--- config.mk ---
export PLATFORM = sky130hd
export DESIGN_NAME = acondicionador_botones_flat
export DESIGN_NICKNAME = d
export VERILOG_FILES = /design/src/rtl/acondicionador_botones_if.sv /design/src/rtl/acondicionador_botones.sv /design/src/flat_wrapper.sv
export SDC_FILE = /design/constraint.sdc
export NUM_CORES = 1
export LEC_CHECK = 0
export CORE_ASPECT_RATIO = 1.25
export CORE_MARGIN = 5
export CORE_UTILIZATION = 60
export CTS_CLUSTER_DIAMETER = 100
export DETAILED_ROUTE_END_ITERATION = 6
export PLACE_DENSITY = 0.89
export SYNTH_ARGS = -nofsm -noshare
export SYNTH_HDL_FRONTEND = slang
export SYNTH_SLANG_ARGS = --single-unit
export TNS_END_PERCENT = 1
--- constraint.sdc ---
create_clock -name clk -period 3.22 [get_ports clk]
set_clock_uncertainty 0.05 [all_clocks]
set_input_delay 0.483 -clock clk [delete_from_list [all_inputs] [get_ports clk]]
set_output_delay 0.483 -clock clk [all_outputs]
set_load 0.05 [all_outputs]
--- src/rtl/acondicionador_botones_if.sv ---
// Button conditioner bundle: raw pushbutton levels in, conditioned pulses and
// debounced levels out.
interface acondicionador_botones_if;
  logic       boton_aumenta_in;
  logic       boton_disminuye_in;
  logic       boton_aumenta;
  logic       boton_disminuye;
  logic [1:0] botones_estables;

  modport master (
    output boton_aumenta_in, boton_disminuye_in,
    input  boton_aumenta, boton_disminuye, botones_estables
  );
  modport slave (
    input  boton_aumenta_in, boton_disminuye_in,
    output boton_aumenta, boton_disminuye, botones_estables
  );
endinterface

--- src/rtl/acondicionador_botones.sv ---
// Two-channel pushbutton conditioner: synchronise, debounce, one pulse per press.
// Optional auto-repeat while held is enabled by defining AUTOREPEAT_EN.
module acondicionador_botones_canal #(
  parameter int DEBOUNCE_CYCLES = 500000,
  parameter int HOLD_CYCLES     = 25000000,
  parameter int REPEAT_CYCLES   = 5000000
) (
  input  logic clk,
  input  logic rst_n,
  input  logic raw,
  input  logic inhibe,
  output logic estable,
  output logic pulso
);
  localparam int DW = $clog2(DEBOUNCE_CYCLES + 1);

  if (DEBOUNCE_CYCLES < 1 || HOLD_CYCLES < 1 || REPEAT_CYCLES < 1) begin : g_param_invalido
    $error("acondicionador_botones: cycle parameters must be >= 1");
  end

  logic [1:0]    sincro;
  logic [DW-1:0] cnt;
  logic          estable_prev;
  logic          sube;

  // Counter only runs while the synchronised level disagrees; >= keeps it saturating.
  always_ff @(posedge clk or negedge rst_n) begin
    if (!rst_n) begin
      sincro       <= '0;
      cnt          <= '0;
      estable      <= 1'b0;
      estable_prev <= 1'b0;
    end else begin
      sincro       <= {sincro[0], raw};
      estable_prev <= estable;
      if (sincro[1] == estable) begin
        cnt <= '0;
      end else if (cnt >= DW'(DEBOUNCE_CYCLES - 1)) begin
        estable <= ~estable;
        cnt     <= '0;
      end else begin
        cnt <= cnt + DW'(1);
      end
    end
  end

  assign sube = estable & ~estable_prev;

`ifdef AUTOREPEAT_EN
  localparam int TMAX = (HOLD_CYCLES > REPEAT_CYCLES) ? HOLD_CYCLES : REPEAT_CYCLES;
  localparam int TW   = $clog2(TMAX + 1);

  typedef enum logic [1:0] {IDLE, ESPERA, REPETICION} estado_t;
  estado_t       estado;
  logic [TW-1:0] tmr;

  // Release or both-held forces IDLE; a fresh rising edge is needed to restart.
  always_ff @(posedge clk or negedge rst_n) begin
    if (!rst_n) begin
      estado <= IDLE;
      tmr    <= '0;
      pulso  <= 1'b0;
    end else begin
      pulso <= 1'b0;
      if (!estable || inhibe) begin
        estado <= IDLE;
        tmr    <= '0;
      end else begin
        case (estado)
          IDLE: if (sube) begin
            pulso  <= 1'b1;
            estado <= ESPERA;
            tmr    <= '0;
          end
          ESPERA: if (tmr >= TW'(HOLD_CYCLES - 1)) begin
            pulso  <= 1'b1;
            estado <= REPETICION;
            tmr    <= '0;
          end else begin
            tmr <= tmr + TW'(1);
          end
          REPETICION: if (tmr >= TW'(REPEAT_CYCLES - 1)) begin
            pulso <= 1'b1;
            tmr   <= '0;
          end else begin
            tmr <= tmr + TW'(1);
          end
          default: estado <= IDLE;
        endcase
      end
    end
  end
`else
  always_ff @(posedge clk or negedge rst_n) begin
    if (!rst_n) pulso <= 1'b0;
    else        pulso <= sube & ~inhibe;
  end
`endif
endmodule

module acondicionador_botones #(
  parameter int DEBOUNCE_CYCLES = 500000,
  parameter int HOLD_CYCLES     = 25000000,
  parameter int REPEAT_CYCLES   = 5000000
) (
  input logic                      clk,
  input logic                      rst_n,
  acondicionador_botones_if.slave  botones
);
  localparam int NUM_CH = 2;

  // Channel 1 = aumenta, channel 0 = disminuye.
  logic [NUM_CH-1:0] raw;
  logic [NUM_CH-1:0] estable;
  logic [NUM_CH-1:0] pulso;
  logic              ambos;

  assign raw   = {botones.boton_aumenta_in, botones.boton_disminuye_in};
  assign ambos = &estable;

  acondicionador_botones_canal #(
    .DEBOUNCE_CYCLES (DEBOUNCE_CYCLES),
    .HOLD_CYCLES     (HOLD_CYCLES),
    .REPEAT_CYCLES   (REPEAT_CYCLES)
  ) u_canal [NUM_CH-1:0] (
    .clk     (clk),
    .rst_n   (rst_n),
    .raw     (raw),
    .inhibe  (ambos),
    .estable (estable),
    .pulso   (pulso)
  );

  assign botones.boton_aumenta    = pulso[1];
  assign botones.boton_disminuye  = pulso[0];
  assign botones.botones_estables = estable;
endmodule

--- src/flat_wrapper.sv ---
// flat-port wrapper written by rule: the top's interface ports become plain ports
module acondicionador_botones_flat 
#(
  parameter int DEBOUNCE_CYCLES = 500000,
  parameter int HOLD_CYCLES     = 25000000,
  parameter int REPEAT_CYCLES   = 5000000
)
  (clk, rst_n, botones_boton_aumenta_in, botones_boton_disminuye_in, botones_boton_aumenta, botones_boton_disminuye, botones_botones_estables);
  acondicionador_botones_if botones_i ();
  input logic clk;
  input logic rst_n;
  input wire logic [$bits(botones_i.boton_aumenta_in)-1:0] botones_boton_aumenta_in;
  input wire logic [$bits(botones_i.boton_disminuye_in)-1:0] botones_boton_disminuye_in;
  output wire logic [$bits(botones_i.boton_aumenta)-1:0] botones_boton_aumenta;
  output wire logic [$bits(botones_i.boton_disminuye)-1:0] botones_boton_disminuye;
  output wire logic [$bits(botones_i.botones_estables)-1:0] botones_botones_estables;
  assign botones_i.boton_aumenta_in = botones_boton_aumenta_in;
  assign botones_i.boton_disminuye_in = botones_boton_disminuye_in;
  assign botones_boton_aumenta = botones_i.boton_aumenta;
  assign botones_boton_disminuye = botones_i.boton_disminuye;
  assign botones_botones_estables = botones_i.botones_estables;
  acondicionador_botones #(.DEBOUNCE_CYCLES(DEBOUNCE_CYCLES), .HOLD_CYCLES(HOLD_CYCLES), .REPEAT_CYCLES(REPEAT_CYCLES)) u_core (.clk(clk), .rst_n(rst_n), .botones(botones_i));
endmodule
# Word-level counts from Yosys, hierarchy flattened
# Cells that the tools add are included.
# totals
out_inout_bits,4
ff_bits,48
wordCells,34
input_bits,4
# classes
magnitude_cmp,2
muxes,4
n_reduce_logical,3
bitwise_logic,11
n_eq_ne,2
addsub,2
# ops
op,count
$mux 19,4
$add 19x1->19 const B,2
$ge 19x19->1 const B,2
$not 1->1,7
$reduce_and 2->1,3
$and 1x1->1,4
$eq 1x1->1,2

# Depth between registers and ports, before layout
# logic_depth
ltp_word,3
mapped_depth,7
depth_no_buf,6

# Cells and area by module
# A second synthesis with hierarchy kept.
# unflattened
hier_cells,231
area_unflattened_um2,2398.6
# modules_own_cells
module,seq_area_each_um2,n_inst,area_each_um2,cells_per_inst
acondicionador_botones_canal,600.6,2,1196.1,115
acondicionador_botones,0.0,1,6.3,1

# Worst setup path after synthesis
# OpenSTA, ideal clock, no wires.
# synth_timing
kind,reg2reg
from,reg u_core.u_canal[0].cnt[6]
to,reg u_core.u_canal[0].estable
setup_time_ps,127
t_arrival_ps,1748
path_buffers,0
path_slack_ps,1294
required_time_ps,3043
synth_period_minus_slack_ps,1926
stages_incl_launch_ff,6
cell_sequence,dfrtp_1 or4_4 nor4_2 o31ai_2 nand2_1 mux2_1
# synth_between
elab_chain_cells,2
# synth_lines
item,line_no,rtl
from (decl),acondicionador_botones.sv:22,logic [DW-1:0] cnt;
from (signal assigned),acondicionador_botones.sv:42,cnt <= cnt + DW'(1);
$ge 19x19->1,acondicionador_botones.sv:38,end else if (cnt >= DW'(DEBOUNCE_CYCLES - 1)) begin
$reduce_and 2->1 (no line),n/a,
to (signal assigned),acondicionador_botones.sv:39,estable <= ~estable;
to (decl),acondicionador_botones.sv:12,"output logic estable,"
# No other way between the ends.
# A chain may end at the register's enable or synchronous reset.

# Worst setup path after layout
# layout_timing
from,reg u_core.u_canal[0].estable
to,out botones_botones_estables[0]
# layout_lines
item,line_no,rtl
to (decl),flat_wrapper.sv:16,output wire logic [$bits(botones_i.botones_estables)-1:0] botones_botones_estables;
# No word-level cell between the ends.

==> flow_metrics.env <==
export IMPL_routed_wl_um=4185
export IMPL_yosysUniqueCellTypes=35
export IMPL_htreeDepth=2
export IMPL_worstSkewPairLatency_ns=0.30
export IMPL_cellLeakagePower_nw=1.043
export IMPL_final_cell_mix="nor2_1 (48), dfrtp_1 (48), xor2_1 (21)"
export IMPL_clock_sinks=48
export IMPL_fin_nets=238
export IMPL_netlist_instances=222
export IMPL_fp_dieW_um=65.27
export IMPL_synth_avg_cell_area_um2=10.32
export IMPL_cts_buffers=5
export IMPL_dpl_hpwl_um=2853
export IMPL_rsz0062_at_grt="false"
export IMPL_hold_class="in -> async"
export IMPL_worstMarginPinSlew_ns=1.000
export IMPL_antenna_cells=0
export IMPL_slew_headroom_pct=33.33
export IMPL_cp_buffers_inverters=1
export IMPL_status="finished clean"
export IMPL_dp_slack_ns=1.208
export IMPL_syn_nets=228
export IMPL_final_setup_tns_ns=0
export IMPL_wl_per_cell_um=15.33
export IMPL_first_pass_iters=5
export IMPL_finalPower_w=0.001002
export IMPL_synthTopCellsByArea="dfrtp_1 (52%), xor2_1 (8.0%), nor2_1 (7.9%)"
export IMPL_synth_top_area_share_pct=52.43
export IMPL_fin_crit_ns=2.142
export IMPL_cpMaxStageDelayCell="clkdlybuf4s50_1"
export IMPL_cp_top_family="buffers and inverters"
export IMPL_end_kind="output port"
export IMPL_fmax_mhz=467.0
export IMPL_ant_nets=0
export IMPL_cts_tree="yes"
export IMPL_grt_usage_pct=18.45
export IMPL_start_kind="register"
export IMPL_row_count=25
export IMPL_die_h_um=79.09
export IMPL_gp_congestion=0.7896
export IMPL_clockRootBuffer="clkbuf_8"
export IMPL_drive_gt1_share_pct=9.013
export IMPL_grt_overflow_total=0
export IMPL_grt_pass1_wl_um=7327
export IMPL_async_reset_ff_share_pct=100.0
export IMPL_io_buffers=7
export IMPL_routed_via_count=1619
export IMPL_max_stage_delay_ns=0.84
export IMPL_ir_worst_vdd_v=0.0003746
export IMPL_startpoint="u_core.u_canal[0].estable$_DFFE_PN0P_"
export IMPL_hold_viol=0
export IMPL_r2r_start="u_core.u_canal[1].cnt[5]$_DFF_PN0_"
export IMPL_min_period_over_period_pct=66.51
export IMPL_crit_required_ns=2.69
export IMPL_syn_area_mm2=0.002291
export IMPL_start_util_pct=61.03
export IMPL_drt_iter0_drc=104
export IMPL_rr_endpoint="u_core.u_canal[1].cnt[17]$_DFF_PN0_"
export IMPL_synth_seq_cells=48
export IMPL_cp_max_fo=6
export IMPL_cts_resized=0
export IMPL_yosysWarningCount=0
export IMPL_drcViolationCount=0
export IMPL_grt_max_degree=49
export IMPL_arrival_ns=1.61
export IMPL_clk_path_buf_depth=2
export IMPL_cap_violations=0
export IMPL_via_per_inst=5.930
export IMPL_hold_slack_ns=0.2942
export IMPL_synth_edff_count=0
export IMPL_ys_seq_area_share_pct=52.43
export IMPL_synth_ff_type="dfrtp_1"
export IMPL_dieArea_mm2=0.005162
export IMPL_final_max_slew_viol_count=0
export IMPL_power_density_mw_per_mm2=406.9
export IMPL_io_pins=8
export IMPL_antenna_found_initial=0
export IMPL_grt_pass1_vias=1692
export IMPL_reg2reg_setup_slack_ns=1.11
export IMPL_post_cts_buffers=0
export IMPL_ctsHoldBuffers=0
export IMPL_endpoint="botones_botones_estables[0]"
export IMPL_path_cells="clkdlybuf4s50_1"
export IMPL_area_delta_synth_final_pct=7.482
export IMPL_fillers=286
export IMPL_yosys_area_top_type="dfrtp_1"
export IMPL_clk_pin_slew_ns=0.09
export IMPL_setup_viol=0
export IMPL_ff2ff_path_depth=5
export IMPL_core_area_mm2=0.003754
export IMPL_worstSetupPathType="reg -> out"
export IMPL_critical_path_depth=1
export IMPL_fin_ws_ns=1.078
[synthesized netlist by cell type (2+ instances only)]
master and number:
o31a_1 2, nand2_1 13, xor2_1 21, inv_1 5
nand3_1 19, nor4_1 3, buf_4 2, xnor2_1 15
or2_2 3, dfrtp_1 48, nor2_1 48, nand4_1 8
nor3b_1 2, nor3_1 6, and4_1 2, ha_1 2
and3_1 4, o211ai_1 2
[area by class of cell]
class	count	area [µm²]	area share, %
clock buffers	5	68.82	2.795
inverters	5	18.77	0.7622
clock inverters	3	18.77	0.7622
multi-input cells	165	1040	42.23
repair buffers	7	65.06	2.642
well taps	40	50.05	2.033
flip-flops and latches	48	1201	48.78
[how the worst min path moves through the flow]
stage                                                      from                                     to  slack [ns]  cells after the start
after global placement    u_core.u_canal[1].sincro[0]$_DFF_PN0_  u_core.u_canal[1].sincro[1]$_DFF_PN0_        0.28                      0
after global routing      u_core.u_canal[1].sincro[0]$_DFF_PN0_  u_core.u_canal[1].sincro[1]$_DFF_PN0_        0.32                      0
after floorplan                                           rst_n     u_core.u_canal[0].cnt[0]$_DFF_PN0_        0.14                      0
after CTS                 u_core.u_canal[0].sincro[0]$_DFF_PN0_  u_core.u_canal[0].sincro[1]$_DFF_PN0_        0.31                      0
final                                                     rst_n    u_core.u_canal[0].cnt[17]$_DFF_PN0_        0.29                      1
after detailed placement  u_core.u_canal[0].sincro[0]$_DFF_PN0_  u_core.u_canal[0].sincro[1]$_DFF_PN0_        0.29                      0
[sequential cells by signal (all words and copies together), names as in the netlist]
name / flops
u_core.u_canal.sincro: 4
u_core.u_canal.estable_prev: 2
u_core.u_canal.pulso: 2
u_core.u_canal.estable: 2
u_core.u_canal.cnt: 38
[routing by layer]
| metal | routed length [µm] | share of wire (%) | vias to the layer above | track usage [%] |
|---|---|---|---|---|
| met4 | 112 | 2.7 | 0 | 8.714 |
| li1 | - | - | 778 | - |
| met2 | 2297 | 55 | 41 | 33.23 |
| met3 | 149 | 3.6 | 13 | 4.526 |
| met5 | 0 | 0 | - | 0 |
| met1 | 1626 | 39 | 787 | 19.92 |
[per-stage QoR]
step	cells	area, µm²	util [%]
5_1_grt	273	2462	65.60
3_5_place_dp	265	2375	63.27
3_3_place_gp	265	2375	63.27
6_report	273	2462	65.60
4_1_cts	273	2462	65.60
2_1_floorplan	222	2291	-
[report_power, final]
part	internal, W	switching [W]
Clock	0.000151	0.000195
Combinational	0.0000105	0.0000254
Sequential	0.000611	0.00000839
[kinds of logic (layout without fill, tap and decap cells)]
group	count (synthesis)	after routing	synth area share [%]
AND/OR/NAND/NOR	116	116	25.29
flip-flops	48	48	52.43
XOR/XNOR	36	36	13.76
AO/OA/AOI/OAI	10	10	4.751
buffers and inverters	9	20	2.184
adder cells (fa/ha/maj)	2	2	1.092
multiplexers	1	1	0.4915
(Power assumes the default switching activity.)
